<file path="src/rtl/qed_commit_tracker.sv">
// qed_commit_tracker
// Symbolic-initial-state commit tracker for a QED-wrapped core. A free input
// (sif_trigger_i) picks the commit point T_C; after T_C the block counts
// retired original and duplicate instructions and reports when the two
// counts agree, so the QED consistency checker knows when to compare state.
//
// Optional feature macro: QED_DUP_ORDER_CHECK_EN
//   defined   -> sticky qed_order_err_o flags a duplicate retiring while the
//                counts are already equal (duplicate ahead of its original)
//   undefined -> qed_order_err_o is tied 0, no check logic
//
// Ports
//   clk_i                 core clock, rising edge
//   rst_i                 asynchronous active-high reset
//   commit_valid_i        one instruction retires this cycle
//   commit_is_dup_i       retiring instruction is a duplicate (1) / original (0)
//   commit_is_nop_i       retiring instruction is a bubble, never counted
//   sif_trigger_i         free input selecting T_C
//   sif_state_o           FSM state: 0=IDLE 1=TRACK 2=HALT
//   sif_commit_o          sticky: T_C has occurred
//   sif_commit_pulsed_o   one-cycle pulse marking T_C
//   qed_num_orig_o        originals retired since T_C
//   qed_num_dup_o         duplicates retired since T_C
//   qed_check_valid_o     counts equal and nonzero while tracking
//   qed_cnt_ovf_o         sticky: a counter saturated
//   qed_order_err_o       sticky duplicate-ahead-of-original flag
//
// Handshake: commit_valid_i is a single-cycle qualifier sampled on every
// rising edge; there is no backpressure, each high cycle is one retire.
module qed_commit_tracker #(
  parameter int CNT_W = 16
) (
  input  logic             clk_i,
  input  logic             rst_i,
  input  logic             commit_valid_i,
  input  logic             commit_is_dup_i,
  input  logic             commit_is_nop_i,
  input  logic             sif_trigger_i,
  output logic [1:0]       sif_state_o,
  output logic             sif_commit_o,
  output logic             sif_commit_pulsed_o,
  output logic [CNT_W-1:0] qed_num_orig_o,
  output logic [CNT_W-1:0] qed_num_dup_o,
  output logic             qed_check_valid_o,
  output logic             qed_cnt_ovf_o,
  output logic             qed_order_err_o
);

  typedef enum logic [1:0] {
    S_IDLE  = 2'd0,
    S_TRACK = 2'd1,
    S_HALT  = 2'd2,
    S_BAD   = 2'd3
  } state_t;

  state_t           state_q, state_d;
  logic             commit_q, commit_d;
  logic             pulse_q, pulse_d;
  logic [CNT_W-1:0] orig_q, orig_d;
  logic [CNT_W-1:0] dup_q, dup_d;
  logic             ovf_q, ovf_d;

  logic cnt_ev;
  logic inc_orig;
  logic inc_dup;

  assign cnt_ev   = commit_valid_i & ~commit_is_nop_i;
  assign inc_orig = cnt_ev & ~commit_is_dup_i;
  assign inc_dup  = cnt_ev &  commit_is_dup_i;

  always_comb begin
    state_d  = state_q;
    commit_d = commit_q;
    pulse_d  = 1'b0;
    orig_d   = orig_q;
    dup_d    = dup_q;
    ovf_d    = ovf_q;
    case (state_q)
      S_IDLE: begin
        // A retire in the trigger cycle precedes T_C, so counters start at 0.
        if (sif_trigger_i) begin
          state_d  = S_TRACK;
          commit_d = 1'b1;
          pulse_d  = 1'b1;
          orig_d   = '0;
          dup_d    = '0;
        end
      end
      S_TRACK: begin
        // Saturating counters: an increment at all-ones freezes everything.
        if (inc_orig) begin
          if (&orig_q) begin
            ovf_d   = 1'b1;
            state_d = S_HALT;
          end else begin
            orig_d = orig_q + 1'b1;
          end
        end else if (inc_dup) begin
          if (&dup_q) begin
            ovf_d   = 1'b1;
            state_d = S_HALT;
          end else begin
            dup_d = dup_q + 1'b1;
          end
        end
      end
      S_HALT: begin
        state_d = S_HALT;
      end
      default: begin
        state_d = S_IDLE;
      end
    endcase
  end

`ifdef QED_DUP_ORDER_CHECK_EN
  logic order_err_q, order_err_d;

  // Equal counts mean every duplicate so far has its original; one more
  // duplicate now would run ahead of the original stream.
  always_comb begin
    order_err_d = order_err_q;
    if ((state_q == S_TRACK) && inc_dup && (dup_q == orig_q)) begin
      order_err_d = 1'b1;
    end
  end

  always_ff @(posedge clk_i or posedge rst_i) begin
    if (rst_i) begin
      order_err_q <= 1'b0;
    end else begin
      order_err_q <= order_err_d;
    end
  end

  assign qed_order_err_o = order_err_q;
`else
  assign qed_order_err_o = 1'b0;
`endif

  always_ff @(posedge clk_i or posedge rst_i) begin
    if (rst_i) begin
      state_q  <= S_IDLE;
      commit_q <= 1'b0;
      pulse_q  <= 1'b0;
      orig_q   <= '0;
      dup_q    <= '0;
      ovf_q    <= 1'b0;
    end else begin
      state_q  <= state_d;
      commit_q <= commit_d;
      pulse_q  <= pulse_d;
      orig_q   <= orig_d;
      dup_q    <= dup_d;
      ovf_q    <= ovf_d;
    end
  end

  assign sif_state_o         = state_q;
  assign sif_commit_o        = commit_q;
  assign sif_commit_pulsed_o = pulse_q;
  assign qed_num_orig_o      = orig_q;
  assign qed_num_dup_o       = dup_q;
  assign qed_cnt_ovf_o       = ovf_q;
  // Straight from registers: a count updated at an edge is visible that cycle.
  assign qed_check_valid_o   = (state_q == S_TRACK) && (orig_q == dup_q) &&
                               (orig_q != '0);

endmodule

</file>
<file path="config.mk">
export PLATFORM = sky130hd
export DESIGN_NAME = qed_commit_tracker
export DESIGN_NICKNAME = d
export VERILOG_FILES = /design/src/rtl/qed_commit_tracker.sv
export SDC_FILE = /design/constraint.sdc
export NUM_CORES = 1
export LEC_CHECK = 0
export BUFFER_PORTS_ARGS = -buffer_cell sky130_fd_sc_hd__buf_2
export CORE_UTILIZATION = 51
export DETAILED_ROUTE_END_ITERATION = 10
export PLACE_DENSITY = 0.82
export SYNTH_ARGS = -nofsm -noshare
export SYNTH_HDL_FRONTEND = slang
export SYNTH_SLANG_ARGS = --single-unit
</file>
<file path="constraint.sdc">
create_clock -name clk_i -period 5.1 [get_ports clk_i]
set_input_delay 0.255 -clock clk_i [delete_from_list [all_inputs] [get_ports clk_i]]
set_output_delay 0.255 -clock clk_i [all_outputs]
set_load 0.1 [all_outputs]
</file>
==> results of run 1 <==
==> per-stage QoR <==
step                      instances  total power [mW]  hold WS, ns
after global routing            389             1.103       0.1119
after detailed placement        381            0.8558       0.3929
final                           389             1.051      0.06795
after CTS                       389             1.053      0.08179
after global placement          381            0.8478       0.3876
after floorplan                 289            0.7714       0.4326
==> power groups by stage <==
stage / Clock (mW) / Sequential (mW) / Combinational, mW
floorplan: 0 / 0.547 / 0.225
global placement: 0 / 0.367 / 0.481
detailed placement: 0 / 0.369 / 0.487
CTS: 0.201 / 0.363 / 0.488
global route: 0.211 / 0.370 / 0.522
finish: 0.198 / 0.364 / 0.489
==> cell usage after synthesis (2+ instances only) <==
library cell / number / area (um2)
a21oi_1: 4 / 20.02
a21oi_4: 2 / 32.53
a22o_1: 2 / 17.52
a31oi_1: 9 / 56.30
a41oi_1: 3 / 26.28
and2_1: 5 / 31.28
and3_1: 9 / 56.30
and4_1: 6 / 52.55
buf_2: 8 / 40.04
buf_4: 5 / 37.54
clkbuf_1: 6 / 22.52
dfrtp_1: 37 / 925.9
ha_1: 6 / 75.07
inv_1: 11 / 41.29
mux2_2: 2 / 22.52
mux2i_1: 2 / 20.02
nand2_1: 28 / 105.1
nand2b_1: 4 / 25.02
nand3_1: 20 / 100.1
nand3b_1: 2 / 15.01
nand4_1: 12 / 75.07
nor2_1: 9 / 33.78
nor3_1: 6 / 30.03
nor4_1: 4 / 25.02
o211ai_1: 4 / 30.03
o21ai_0: 25 / 125.1
o21ai_1: 2 / 10.01
o31ai_1: 15 / 112.6
o41ai_1: 3 / 26.28
xnor2_1: 13 / 113.9
xor2_1: 5 / 43.79
==> final timing paths <==
kind / cells past startpoint / slack (ns) / end
setup / recovery: 6 / 2.56 / qed_num_dup_o[9]
hold / removal: 3 / 0.07 / qed_num_dup_o[12]
setup reg to reg: 6 / 2.56 / qed_num_dup_o[9]
hold reg to reg: 1 / 0.46 / sif_commit_o
max in group asynchronous: 3 / 4.70 / qed_num_orig_o[5]
min in group clk_i: 3 / 0.34 / sif_commit_o
==> registers in the layout, indices dropped and copies added (netlist names) <==
name                 flops
qed_cnt_ovf_o            1
qed_num_orig_o          16
sif_commit_pulsed_o      1
sif_state_o              2
sif_commit_o             1
qed_num_dup_o           16
==> layout by cell type (no fill, tap or decap), types with 9 or more instances in the layout <==
cell type,n
a31oi_1,9
and3_1,9
buf_2,43
dfrtp_1,37
inv_1,11
nand2_1,28
nand3_1,20
nand4_1,12
nor2_1,9
o21ai_0,25
o31ai_1,15
xnor2_1,13
==> cells by family (layout without fill, tap and decap cells) <==
group / count (synthesis) / count (layout)
compound gates: 76 / 76
fa+ha+maj: 6 / 6
mux: 4 / 4
simple gates: 114 / 114
other cells: 1 / 1
xor+xnor: 18 / 18
flops: 37 / 37
buf+inv: 33 / 66
==> area by class of cell <==
| class | instances | area (um2) |
|---|---|---|
| Timing Repair Buffer | 46 | 237.7 |
| Multi-Input combinational cell | 219 | 1429 |
| Inverter | 12 | 45.04 |
| Clock buffer | 8 | 80.08 |
| Sequential cell | 37 | 925.9 |
| Tap cell | 67 | 83.83 |
| Fill cell | 417 | 1922 |
==> worst reg2reg max path, stage by stage, from the launching register on <==
cell and delay, ns:
dfrtp_1 0.39, inv_1 0.10, ha_1 0.57, and4_1 0.67, nand2_4 0.17, or4_1 0.49
nand3_1 0.09
==> routing by layer <==
metal  vias to the layer above  routed length (um)  track usage
met2                       113                2925       0.3998
met4                         0                  93      0.05447
li1                       1138                   -            -
met5                         -                   0            0
met3                        15                 369      0.04167
met1                      1168                2851       0.3560
==> reports/results.txt, run 1 <==
WS Path Type: reg2reg
status: finished clean
Fmax: 0.3938 GHz
Slew @ Worst Pin: 0.6309 ns
clock sink count: 37
CP max-delay cell: and4_1
arrival time at the worst endpoint: 2.77 ns
Peak VDD IR: 0.0003483 V
Global Route Usage Sum: 0.2495
power share of the clock group: 0.188
Final Core Density: 0.5931
IO Pins: 45
Synth Area in Simple Gates: 0.2486
FF-to-FF Start: sif_state_o[1]
number of flops mapped to enable cells by yosys: 0
grt total ovfl: 0
die area: 5219 um2
hold buffers post-CTS: 0
sw power: 0.5145 mW
setup TNS: 0 ns
# rows: 25
Final WS setup: 2.561 ns
Critical path origin: sif_state_o[1]
post-CTS resize count: 0
Final period util: 0.4979
DP HPWL: 4428 um
Via Count: 2434
share of layout cells above drive strength 1: 0.1863
Synth Area in Adders: 0.02984
sequential share of the synthesized area: 0.3680
Hold Crit Class: in2async
Mapped Avg Cell Area: 8.706 um2
CTS tree: built
max-cap viol count: 0
Area Overhead vs Synth: 11.34%
min Tclk post-route: 2.539 ns
CTS Buf Count: 5
Ant. Diodes: 0
drt drc: 0
Critical Path Max Stage Delay: 0.67 ns
initial antenna violation count: 0
worst-case clock buffer depth: 2
Placed Instance Area: 2721 um2
Critical Path, Cell by Cell: inv_1 -> ha_1 -> and4_1 -> nand2_4 -> or4_1 -> nand3_1
Rel. slew slack: 0.5794
XOR/XNOR Fraction of Synth Area: 0.06266
clk_skew: 0.004006 ns
core area: 4723 um2
drt pass-1 iters: 5
Post-Place Worst Slack: 2.618 ns
Iteration-0 DRC Markers: 239
share of flip-flops with an asynchronous set or reset: 1.000
crit path launch type: flop
Total Wirelength: 6239 um
syn_nets: 301
Synthesis Warnings: 0
largest net degree at the start of global routing: 38
Setup Fix Bufs, Post-CTS: 0
crit-path max FO: 18
pwr dens: 375.1 nW/um2
Worst-path clk slew: 0.07 ns
Pint: 0.5362 mW
CTS root buf: clkbuf_8
insertion delay to the later sink of the worst-skew pair: 0.29 ns
fraction of synthesized area in multiplexers: 0.01691
Die Y: 72.24 um
count of buffers from port buffering: 43
Post-Synthesis Cells: 289
GPL Wtd Cong: 0.8954
compound-cell area share of the yosys netlist: 0.2084
Syn Std Cell Area: 2516 um2
RSZ-0062 raised after global routing: false
Seq pwr share: 0.346
WP data required: 5.33 ns
final non-filler cell area: 2801 um2
# setup viols final: 0
Top FF cell, synth: dfrtp_1
nets: 333
Comb pwr share: 0.465
Switching Share: 0.4897
H-tree level count: 2
starting density of the core: 0.5327
Die W: 72.24 um
Slew Viols, Final: 0
via/cell ratio: 6.257
vias in the first global route: 2095
CP endpoint kind: flop
register bit total from synthesis: 37
Antenna Nets Post-Route: 0
count of cell types in the netlist: 51
Final Hold Viols: 0
crit-path leading delay family: simple AND/OR/NAND/NOR gates
main combinational cell family by area after synthesis: simple AND/OR/NAND/NOR gates
global-route wire length before repair: 10210 um
P_leak: 1.255 nW
crit path buf inv count: 1
routed len/inst: 16.04 um
Power figures use the tool's default switching activity.
==> inputs of run 2 (changes only) <==
==> constraint.sdc (replaced) <==
create_clock -name clk_i -period 2.4 [get_ports clk_i]
set_input_delay 0.12 -clock clk_i [delete_from_list [all_inputs] [get_ports clk_i]]
set_output_delay 0.12 -clock clk_i [all_outputs]
set_load 0.1 [all_outputs]
==> run 2 against run 1 <==
Effect of this change: count of clock-buffer cells in the layout is 1 lower; largest cell class unchanged; routed wire length is 4.1% higher; via count increased by 2.4%; critical path type unchanged; largest power group unchanged; final area grew 6.2%.
==> reports/results.txt, run 2 (synthesized netlist as in run 1, its figures left out) <==
pwr dens: 832.0 nW/um2 (+120%)
sw power: 1.143 mW (+120%)
CTS Buf Count: 5 (unchanged)
largest net degree at the start of global routing: 38 (unchanged)
most frequent cells in the layout: buf_2 (42), nand2_1 (28), o21ai_0 (25)
Die Y: 72.24 um (unchanged)
Switching Share: 0.4619 (-0.02778)
share of layout cells above drive strength 1: 0.3009 (+0.1146)
core area: 4723 um2 (unchanged)
Comb pwr share: 0.458 (-0.007)
arrival time at the worst endpoint: 2.44 ns (-0.33 ns)
IO Pins: 45 (unchanged)
Worst-path clk slew: 0.08 ns (about the same)
Antenna Nets Post-Route: 0 (unchanged)
CTS tree: built
worst-case clock buffer depth: 2 (unchanged)
nets: 340 (+2.1%)
crit path launch type: flop
Area Overhead vs Synth: 18.25%
WS Path Type: reg2reg
Global Route Usage Sum: 0.2698 (+0.02035)
DP HPWL: 4620 um (+4.3%)
crit-path leading delay family: simple AND/OR/NAND/NOR gates
Final Hold Viols: 0 (unchanged)
count of buffers from port buffering: 43 (unchanged)
Final period util: 0.9242 (+0.4263)
Ant. Diodes: 0 (unchanged)
CTS root buf: clkbuf_8
min Tclk post-route: 2.218 ns (-0.3213 ns)
initial antenna violation count: 0 (unchanged)
Die W: 72.24 um (unchanged)
crit-path max FO: 10 (-8)
clock sink count: 37 (unchanged)
Placed Instance Area: 2849 um2 (+4.7%)
# setup viols final: 0 (unchanged)
Slew @ Worst Pin: 0.5844 ns (-0.04647 ns)
CP endpoint kind: flop
Iteration-0 DRC Markers: 223 (-6.7%)
final non-filler cell area: 2975 um2 (+6.2%)
starting density of the core: 0.5327 (unchanged)
grt total ovfl: 0 (unchanged)
Rel. slew slack: 0.6074 (+0.02798)
Critical Path Max Stage Delay: 0.51 ns (-0.16 ns)
H-tree level count: 2 (unchanged)
RSZ-0062 raised after global routing: false
Seq pwr share: 0.316 (-0.030)
# rows: 25 (unchanged)
Pint: 1.332 mW (+150%)
total power: 2.476 mW (+140%)
status: finished clean
Peak VDD IR: 0.0007894 V (+130%)
CP max-delay cell: and4_1
WP data required: 2.62 ns (-2.71 ns)
Fmax: 0.4509 GHz (+14%)
global-route wire length before repair: 10990 um (+7.6%)
Total Wirelength: 6492 um (+4.1%)
most common cell after layout, fill and taps aside: buf_2
via/cell ratio: 6.295 (+0.61%)
vias in the first global route: 2277 (+8.7%)
P_leak: 1.263 nW (+0.61%)
Critical Path, Cell by Cell: inv_1 -> ha_1 -> nand2b_1 -> and4_1 -> nand2_4 -> or4_1 -> nand3_1
Slew Viols, Final: 0 (unchanged)
Via Count: 2493 (+2.4%)
non-filler cells, final: 396 (+1.8%)
drt pass-1 iters: 5 (unchanged)
GPL Wtd Cong: 0.9116 (+1.8%)
routed len/inst: 16.39 um (+2.2%)
max-cap viol count: 0 (unchanged)
drt drc: 0 (unchanged)
power share of the clock group: 0.227 (+0.039)
Setup Fix Bufs, Post-CTS: 0 (unchanged)
Inst Count DP: 387 (+1.6%)
Hold Crit Class: in2reg
insertion delay to the later sink of the worst-skew pair: 0.29 ns (about the same)
die area: 5219 um2 (unchanged)
crit path buf inv count: 1 (unchanged)
clk_skew: 0.01442 ns (+0.01042 ns)
run 2: cell types whose count changed in the layout (fill, tap and decap cells not counted), sizes merged:
| cell | previous run | this run |
|---|---|---|
| dlygate4sd3 | 0 | 1 |
| clkbuf | 8 | 7 |
| bufinv | 0 | 1 |
| buf | 46 | 52 |
run 2: stage by stage:
step | hold slack (ns) | utilization | setup WS, ns | setup TNS, ns
2_1_floorplan | 0.2976 | - | -0.1636 | -0.1636
5_1_grt | 0.2425 | 0.6299 | 0.005760 | 0
6_report | 0.2099 | 0.6299 | 0.1820 | 0
4_1_cts | 0.2180 | 0.6299 | 0.1887 | 0
3_5_place_dp | 0.2595 | 0.6032 | 0.2108 | 0
3_3_place_gp | 0.2525 | 0.6032 | 0.2788 | 0
run 2: area by class of cell:
class / count / area, um2
Fill cell: 420 / 1748
Multi-Input combinational cell: 219 / 1444
Sequential cell: 37 / 978.4
Timing Repair Buffer: 53 / 307.8
Clock buffer: 7 / 86.33
Tap cell: 67 / 83.83
Inverter: 12 / 45.04
Clock inverter: 1 / 30.03
run 2: final timing paths:
kind / startpoint / end / slack (ns) / cells past startpoint
max: sif_state_o[0] / qed_num_dup_o[9] / 0.18 / 7
min: sif_trigger_i / sif_commit_o / 0.21 / 3
max reg2reg: sif_state_o[0] / qed_num_dup_o[9] / 0.18 / 7
min reg2reg: sif_commit_o / sif_commit_o / 0.47 / 1
max in group asynchronous: rst_i / qed_num_dup_o[5] / 1.56 / 4
min in group asynchronous: rst_i / qed_num_orig_o[15] / 0.47 / 4
run 2: power groups by stage:
stage / sequential [mW] / clock, mW / combinational, mW
after floorplan: 1.18 / 0 / 0.502
after global routing: 0.791 / 0.589 / 1.21
after detailed placement: 0.795 / 0 / 1.12
final: 0.781 / 0.562 / 1.13
after CTS: 0.783 / 0.568 / 1.13
after global placement: 0.789 / 0 / 1.11
run 2: what timing repair did:
item | 4_1_cts | 5_1_grt
hold buffers | 1 | 0
resized for setup | 0 | 0
endpoints found under the hold margin | 37 | 0
run 2: worst reg2reg max path: stages, from the launching register on:
cell	delay, ns
dfrtp_4	0.43
inv_1	0.06
ha_1	0.24
nand2b_1	0.17
and4_1	0.51
nand2_4	0.16
or4_1	0.49
nand3_1	0.09
run 2: layer usage:
metal / up-vias / share of wire / global-route usage
met5: - / 0 / 0
met1: 1214 / 0.46 / 0.3810
met4: 0 / 0.011 / 0.06972
met2: 116 / 0.46 / 0.4351
li1: 1151 / - / -
met3: 12 / 0.063 / 0.04167
